$ cat config.mk
export PLATFORM = sky130hd
export DESIGN_NAME = vector_dot_product_seq_flat
export DESIGN_NICKNAME = d
export VERILOG_FILES = /design/src/rtl/vector_dot_product_seq_pkg.sv /design/src/rtl/vector_dot_product_seq_if.sv /design/src/rtl/vector_dot_product_seq_axis_select.sv /design/src/rtl/vector_dot_product_seq.sv /design/src/flat_wrapper.sv
export SDC_FILE = /design/constraint.sdc
export NUM_CORES = 2
export LEC_CHECK = 0
export ABC_AREA = 1
export ABC_CLOCK_PERIOD_IN_PS = 11700
export CAP_MARGIN = 20
export CORE_MARGIN = 2
export CORE_UTILIZATION = 55
export DETAILED_ROUTE_END_ITERATION = 8
export PLACE_DENSITY = 0.81
export SYNTH_ARGS = -nofsm -noshare
export SYNTH_HDL_FRONTEND = slang
export SYNTH_SLANG_ARGS = --single-unit
$ cat constraint.sdc
create_clock -name clk -period 11.7 [get_ports clk]
set_input_delay 1.755 -clock clk [delete_from_list [all_inputs] [get_ports clk]]
set_output_delay 1.755 -clock clk [all_outputs]
set_load 0.005 [all_outputs]
$ cat src/rtl/vector_dot_product_seq_pkg.sv
// Shared types for the iterative dot-product engine: Q16.16 saturating arithmetic,
// 3-component vectors, and the sequencer state/axis encodings.
package fixed_point;
  localparam int FP_W    = 32;
  localparam int FP_FRAC = 16;

  typedef logic signed [FP_W-1:0] fixed_point_t;

  localparam fixed_point_t FP_MAX = {1'b0, {(FP_W-1){1'b1}}};
  localparam fixed_point_t FP_MIN = {1'b1, {(FP_W-1){1'b0}}};

  typedef struct packed {
    fixed_point_t value;
    logic         overflow;
  } fp_res_t;

  // Product is floored to Q16.16 and saturated when it no longer fits.
  function automatic fp_res_t fixed_point_mul(input fixed_point_t a, input fixed_point_t b);
    logic signed [2*FP_W-1:0]         prod;
    logic [FP_W-FP_FRAC:0]            hi;
    fp_res_t                          r;
    prod       = {{FP_W{a[FP_W-1]}}, a} * {{FP_W{b[FP_W-1]}}, b};
    hi         = prod[2*FP_W-1:FP_W-1+FP_FRAC];
    r.overflow = !((&hi) || (~|hi));
    if (r.overflow) r.value = prod[2*FP_W-1] ? FP_MIN : FP_MAX;
    else            r.value = prod[FP_W-1+FP_FRAC:FP_FRAC];
    return r;
  endfunction

  function automatic fp_res_t fixed_point_add(input fixed_point_t a, input fixed_point_t b);
    logic signed [FP_W:0] sum;
    fp_res_t              r;
    sum        = {a[FP_W-1], a} + {b[FP_W-1], b};
    r.overflow = sum[FP_W] != sum[FP_W-1];
    if (r.overflow) r.value = sum[FP_W] ? FP_MIN : FP_MAX;
    else            r.value = sum[FP_W-1:0];
    return r;
  endfunction
endpackage

package vector;
  import fixed_point::*;

  typedef struct packed {
    fixed_point_t x;
    fixed_point_t y;
    fixed_point_t z;
  } vector_t;

  typedef enum logic [2:0] {IDLE, MUL_X, MUL_Y, MUL_Z, DONE} dot_seq_state_e;
  typedef enum logic [1:0] {AXIS_X, AXIS_Y, AXIS_Z} axis_e;
endpackage

package vector_dot_product_seq_pkg;
  import vector::*;

  localparam int NUM_OPERANDS = 2;

  // The axis being multiplied is a pure function of the sequencer state.
  function automatic axis_e state_axis(input dot_seq_state_e s);
    case (s)
      MUL_Y:   return AXIS_Y;
      MUL_Z:   return AXIS_Z;
      default: return AXIS_X;
    endcase
  endfunction
endpackage

$ cat src/rtl/vector_dot_product_seq_if.sv
// Operand/result handshake bundle between a job producer and the dot-product engine.
interface vector_dot_product_seq_if;
  import fixed_point::*;
  import vector::*;

  logic         in_valid;
  logic         in_ready;
  vector_t      op1;
  vector_t      op2;
  logic         out_valid;
  logic         out_ready;
  fixed_point_t result;
  logic         overflow;
  logic         busy;

  modport master (
    output in_valid, op1, op2, out_ready,
    input  in_ready, out_valid, result, overflow, busy
  );

  modport slave (
    input  in_valid, op1, op2, out_ready,
    output in_ready, out_valid, result, overflow, busy
  );
endinterface

$ cat src/rtl/vector_dot_product_seq_axis_select.sv
// Picks one component of a vector for the shared multiplier.
module vector_axis_select
  import fixed_point::*;
  import vector::*;
(
  input  vector_t      i_vec,
  input  axis_e        i_axis,
  output fixed_point_t o_elem
);
  always_comb begin
    o_elem = i_vec.x;
    case (i_axis)
      AXIS_Y:  o_elem = i_vec.y;
      AXIS_Z:  o_elem = i_vec.z;
      default: o_elem = i_vec.x;
    endcase
  end
endmodule

$ cat src/rtl/vector_dot_product_seq.sv
// Dot product of two 3-vectors using one shared multiplier and one shared adder,
// sequenced x -> y -> z so rounding/saturation order matches the parallel version.
module vector_dot_product_seq
  import fixed_point::*;
  import vector::*;
  import vector_dot_product_seq_pkg::*;
#(
  parameter bit OVERFLOW_HALT = 1'b0
) (
  input logic                     clk,
  input logic                     rst_n,
  vector_dot_product_seq_if.slave bus
);
  dot_seq_state_e r_state, w_state_next;
  vector_t        r_op1, r_op2;
  fixed_point_t   r_acc, w_acc_next;
  logic           r_ovf, w_ovf_next;
  logic           w_accept;
  axis_e          w_axis;
  vector_t        w_ops   [NUM_OPERANDS];
  fixed_point_t   w_elems [NUM_OPERANDS];
  fp_res_t        w_mul, w_add;

  assign w_ops[0] = r_op1;
  assign w_ops[1] = r_op2;
  assign w_axis   = state_axis(r_state);

  generate
    for (genvar gi = 0; gi < NUM_OPERANDS; gi++) begin : g_sel
      vector_axis_select u_sel (
        .i_vec  (w_ops[gi]),
        .i_axis (w_axis),
        .o_elem (w_elems[gi])
      );
    end
  endgenerate

  assign w_mul = fixed_point_mul(w_elems[0], w_elems[1]);
  assign w_add = fixed_point_add(r_acc, w_mul.value);

  // A waiting result frees the engine in the same cycle the consumer takes it.
  assign bus.in_ready  = (r_state == IDLE) || ((r_state == DONE) && bus.out_ready);
  assign w_accept      = bus.in_valid && bus.in_ready;
  assign bus.out_valid = (r_state == DONE);
  assign bus.busy      = (r_state != IDLE);
  assign bus.result    = r_acc;
  assign bus.overflow  = r_ovf;

  always_comb begin
    w_state_next = r_state;
    w_acc_next   = r_acc;
    w_ovf_next   = r_ovf;
    case (r_state)
      IDLE: begin
        if (w_accept) begin
          w_state_next = MUL_X;
          w_ovf_next   = 1'b0;
        end
      end
      MUL_X: begin
        w_acc_next   = w_mul.value;
        w_ovf_next   = w_mul.overflow;
        w_state_next = (OVERFLOW_HALT && w_mul.overflow) ? DONE : MUL_Y;
      end
      MUL_Y: begin
        w_acc_next   = w_add.value;
        w_ovf_next   = r_ovf | w_mul.overflow | w_add.overflow;
        w_state_next = (OVERFLOW_HALT && w_ovf_next) ? DONE : MUL_Z;
      end
      MUL_Z: begin
        w_acc_next   = w_add.value;
        w_ovf_next   = r_ovf | w_mul.overflow | w_add.overflow;
        w_state_next = DONE;
      end
      DONE: begin
        if (bus.out_ready) begin
          w_state_next = w_accept ? MUL_X : IDLE;
          if (w_accept) w_ovf_next = 1'b0;
        end
      end
      default: w_state_next = IDLE;
    endcase
  end

  always_ff @(posedge clk or negedge rst_n) begin
    if (!rst_n) begin
      r_state <= IDLE;
      r_op1   <= '0;
      r_op2   <= '0;
      r_acc   <= '0;
      r_ovf   <= 1'b0;
    end else begin
      r_state <= w_state_next;
      r_acc   <= w_acc_next;
      r_ovf   <= w_ovf_next;
      if (w_accept) begin
        r_op1 <= bus.op1;
        r_op2 <= bus.op2;
      end
    end
  end
endmodule

$ cat src/flat_wrapper.sv
// flat-port wrapper written by rule: the top's interface ports become plain ports
module vector_dot_product_seq_flat import fixed_point::*; import vector::*; import vector_dot_product_seq_pkg::*;
#(
  parameter bit OVERFLOW_HALT = 1'b0
)
  (clk, rst_n, bus_in_valid, bus_op1, bus_op2, bus_out_ready, bus_in_ready, bus_out_valid, bus_result, bus_overflow, bus_busy);
  vector_dot_product_seq_if bus_i ();
  input logic clk;
  input logic rst_n;
  input wire logic [$bits(bus_i.in_valid)-1:0] bus_in_valid;
  input wire logic [$bits(bus_i.op1)-1:0] bus_op1;
  input wire logic [$bits(bus_i.op2)-1:0] bus_op2;
  input wire logic [$bits(bus_i.out_ready)-1:0] bus_out_ready;
  output wire logic [$bits(bus_i.in_ready)-1:0] bus_in_ready;
  output wire logic [$bits(bus_i.out_valid)-1:0] bus_out_valid;
  output wire logic [$bits(bus_i.result)-1:0] bus_result;
  output wire logic [$bits(bus_i.overflow)-1:0] bus_overflow;
  output wire logic [$bits(bus_i.busy)-1:0] bus_busy;
  assign bus_i.in_valid = bus_in_valid;
  assign bus_i.op1 = bus_op1;
  assign bus_i.op2 = bus_op2;
  assign bus_i.out_ready = bus_out_ready;
  assign bus_in_ready = bus_i.in_ready;
  assign bus_out_valid = bus_i.out_valid;
  assign bus_result = bus_i.result;
  assign bus_overflow = bus_i.overflow;
  assign bus_busy = bus_i.busy;
  vector_dot_product_seq #(.OVERFLOW_HALT(OVERFLOW_HALT)) u_core (.clk(clk), .rst_n(rst_n), .bus(bus_i));
endmodule
==> results_tabular.tex <==
\begin{tabular}{lr}
\hline
Metric & Value \\
\hline
\multicolumn{2}{l}{\textbf{Hold path}} \\
Instance count along the most critical hold path & 1 \\
Classification of the worst-slack hold path & register to register \\
Source of the worst hold timing path & u\_core.r\_op2[1]\$\_DFFE\_PN0P\_ \\
End point of the worst hold path & u\_core.r\_op2[1]\$\_DFFE\_PN0P\_ \\
\multicolumn{2}{l}{\textbf{Setup path}} \\
Crit Reg-Reg Startpoint & u\_core.r\_state[0]\$\_DFFE\_PN0P\_ \\
Type of destination of the critical path & register \\
Cell occurring most often along the worst timing path & sky130\_fd\_sc\_hd\_\_nand2\_1 \\
Slowest stage delay, CP & 0.93 ns \\
Dominant delay contributor by cell family on the critical path & adder cells \\
Top fanout value on the critical path & 7 \\
Critical path type & register to register \\
Worst setup slack for register-to-register paths & -0.30 ns \\
Data arrival time of the worst path & 12.46 ns \\
Sort of element at the start of the critical path & register \\
Critical-path cell with the highest stage delay & sky130\_fd\_sc\_hd\_\_fa\_1 \\
Capture instance of the worst register-to-register path & u\_core.bus.result[26]\$\_DFFE\_PN0P\_ \\
Required time of the worst setup path & 12.16 ns \\
Cell depth of the worst setup path & 67 \\
Crit path buf inv count & 20 \\
Worst Reg-to-Reg Cells & 67 \\
\multicolumn{2}{l}{\textbf{Synthesis}} \\
Ranking of synthesized cells by instance count & 1082 x sky130\_fd\_sc\_hd\_\_fa\_1, 1055 x sky130\_fd\_sc\_hd\_\_inv\_1, 960 x sky130\_fd\_sc\_hd\_\_nand2\_1 \\
Average cell area after synthesis & 8.86 µm² \\
Synth Register Bits & 228 \\
Largest area contributor in the netlist & sky130\_fd\_sc\_hd\_\_fa\_1 \\
Post-Synthesis Cell Area & $\sim$48000 µm² \\
Syn\_nets & a little under 7000 \\
Synth unique cells & 52 \\
Synth Warn \# & 0 \\
Library cell with the highest instance count after synthesis & sky130\_fd\_sc\_hd\_\_fa\_1 \\
Post-synthesis async set-or-reset flop share & 100\% \\
EDFF count, synth & 0 \\
Mapped Cells & 5378 \\
Post-synth top area share & 45.5\% \\
Seq/Total Area, Yosys & 12.0\% \\
Flip-flop cell with the highest count after synthesis & sky130\_fd\_sc\_hd\_\_dfrtp\_1 \\
Cells taking the most area after synthesis & sky130\_fd\_sc\_hd\_\_fa\_1 45\%, sky130\_fd\_sc\_hd\_\_dfrtp\_1 12\%, sky130\_fd\_sc\_hd\_\_inv\_1 8.3\%, sky130\_fd\_sc\_hd\_\_nand2\_1 7.6\%, sky130\_fd\_sc\_hd\_\_nor2\_1 5.7\% \\
\multicolumn{2}{l}{\textbf{GRT}} \\
All-Layer GR Usage & 37.3\% \\
Antenna violations before repair & 11 \\
Via count of the first global-routing pass & between 40000 and 50000 \\
Total global routing overflow & 0 \\
Pin count of the biggest net entering global routing & 93 \\
Global-route wire length before repair & 252000 µm \\
\multicolumn{2}{l}{\textbf{Clock network}} \\
CTS tree & done \\
CTS Hold Bufs & 0 \\
Number of clock buffers inserted by TritonCTS & 23 \\
Worst-path clk slew & 0.07 ns \\
Sinks on the clock net & 228 \\
Maximum number of buffers from clock root to sink & 3 \\
Clock insertion delay at the later pin of the skew report & 0.58 ns \\
Root buffer cell & sky130\_fd\_sc\_hd\_\_clkbuf\_16 \\
Number of H-tree levels & 1 \\
\multicolumn{2}{l}{\textbf{Die}} \\
Starting density of the core & between 50\% and 60\% \\
Core area & 85500 µm² \\
Number of rows in the core area & $\sim$110 \\
Die H & $\sim$300 µm \\
Number of ports placed on the die boundary & 232 \\
X dimension of the die & 298 µm \\
Die outline area & 89000 µm² \\
\multicolumn{2}{l}{\textbf{STA}} \\
Post-route clock skew & 0.0384 ns \\
Setup violators final & 32 \\
Final Worst Setup Slack & -0.297 ns \\
Hold violation total from the final report & 0 \\
Post-route minimum period & 12.00 ns \\
Setup Total Neg Slack & -6.76 ns \\
Period Utilization, post-route & 103\% \\
Fmax & 83.4 MHz \\
Worst Tran Pin Value & about 1.1 ns \\
Max-slew violations & 0 \\
Normalized max-slew margin & 29.3\% \\
\multicolumn{2}{l}{\textbf{Drt}} \\
Post-DR wirelength/cell & around 28 µm \\
Drt pass-1 iters & 9 \\
Via count & approximately 46000 \\
Drt via density & 6.23 \\
Routed Antenna Nets & 0 \\
DRC violations left & 74 \\
Total wirelength of the detailed-routed design & 204000 µm \\
DR iter-0 viols & 6165 \\
\multicolumn{2}{l}{\textbf{Final layout}} \\
Area occupied by multi-input gates & slightly below 40000 µm² \\
Utilization after layout & 72.5\% \\
Number of fillers in the final layout & 5225 \\
Final Instance Count excl. Fillers & 7373 \\
Area Growth Syn to Fin & 30.3\% \\
Post-layout net count & 7703 \\
Storage element area & 5710 µm² \\
Fraction of layout instances using a drive strength above 1 & 26.2\% \\
\multicolumn{2}{l}{\textbf{Placed design}} \\
Final GP Congestion & 1.04 \\
Placed Instances & 7143 \\
Number of input and output port buffers inserted & around 230 \\
Total half-perimeter wirelength after legalization and detailed placement & 136000 µm \\
\multicolumn{2}{l}{\textbf{Job}} \\
Max-capacitance violation count & 0 \\
\multicolumn{2}{l}{\textbf{Run status}} \\
Status & finished with violations \\
Violated checks & design-rule violations, negative setup slack \\
\hline
\end{tabular}
[routing by layer]
metal | track usage (%) | wire length [µm]
met5 | 0 | 172
met1 | 45.9 | 60200
met4 | 24.2 | 22500
met2 | 58.2 | 86200
met3 | 9.97 | 34600
[final cells by class]
type | instances | share of cell area (%)
Antenna cell | 6 | 0.0242
Sequential cell | 228 | 9.20
Inverter | 1067 | 6.57
Multi-Input combinational cell | 3868 | 63.8
Tap cell | 1144 | 2.31
Clock buffer | 32 | 1.03
Timing Repair Buffer | 1022 | 17.0
Clock inverter | 6 | 0.131
[sequential cells by signal (all words and copies together), names as in the netlist]
register,flops
u_core.r_state,3
u_core.r_op1,96
u_core.r_op2,96
u_core.bus.overflow,1
u_core.bus.result,32
[layout by cell type, fill, tap and decap left out, drive strengths merged, types with 138 or more instances in the layout]
cell	count
inv	1051
a21oi	188
nand3	138
o21ai	152
mux2	191
nand2	975
ha	215
buf	763
nor2	735
clkdlybuf4s50	230
fa	1082
dfrtp	228
[metrics by stage]
| stage | cell area, µm² | hold WS (ns) | setup slack, ns |
|---|---|---|---|
| 4_1_cts | 57000 | 0.508 | 0.0136 |
| 3_5_place_dp | 56000 | 0.485 | -0.101 |
| 2_1_floorplan | 47600 | 0.471 | 0.0447 |
| 6_report | 62000 | 0.508 | -0.297 |
| 3_3_place_gp | 56000 | 0.486 | 0.193 |
| 5_1_grt | 62000 | 0.531 | -0.643 |
[what timing repair did]
item,CTS,global route
setup endpoints to repair,31,33
resized for setup,33,808
pin swaps,5,258
cloned,2,35
buffers inserted,7,144
[worst max path at each step]
| stage | slack [ns] | end | from |
|---|---|---|---|
| 4_1_cts | 0.01 | u_core.bus.result[12]$_DFFE_PN0P_ | u_core.r_state[2]$_DFFE_PN0P_ |
| 3_5_place_dp | -0.10 | u_core.bus.result[13]$_DFFE_PN0P_ | u_core.r_state[2]$_DFFE_PN0P_ |
| 2_1_floorplan | 0.04 | u_core.bus.result[10]$_DFFE_PN0P_ | u_core.r_state[2]$_DFFE_PN0P_ |
| 5_1_grt | -0.64 | u_core.bus.result[26]$_DFFE_PN0P_ | u_core.r_state[2]$_DFFE_PN0P_ |
| 3_3_place_gp | 0.19 | u_core.bus.result[18]$_DFFE_PN0P_ | u_core.r_state[2]$_DFFE_PN0P_ |
| 6_report | -0.30 | u_core.bus.result[26]$_DFFE_PN0P_ | u_core.r_state[0]$_DFFE_PN0P_ |
[cells by family (layout without fill, tap and decap cells)]
kind of cell | count (synthesis) | in the layout | share of synthesized area [%]
multiplexers | 191 | 191 | 4.52
AO/OA/AOI/OAI | 402 | 402 | 4.71
flip-flops | 228 | 228 | 12.0
buffers and inverters | 1282 | 2127 | 10.4
adder cells (fa/ha/maj) | 1297 | 1297 | 51.1
XOR/XNOR | 80 | 80 | 1.51
other | 0 | 6 | 0
AND/OR/NAND/NOR | 1898 | 1898 | 15.8
Power is not shown: default switching activity piles up to over one toggle a cycle in this logic, so the estimate is an artifact.
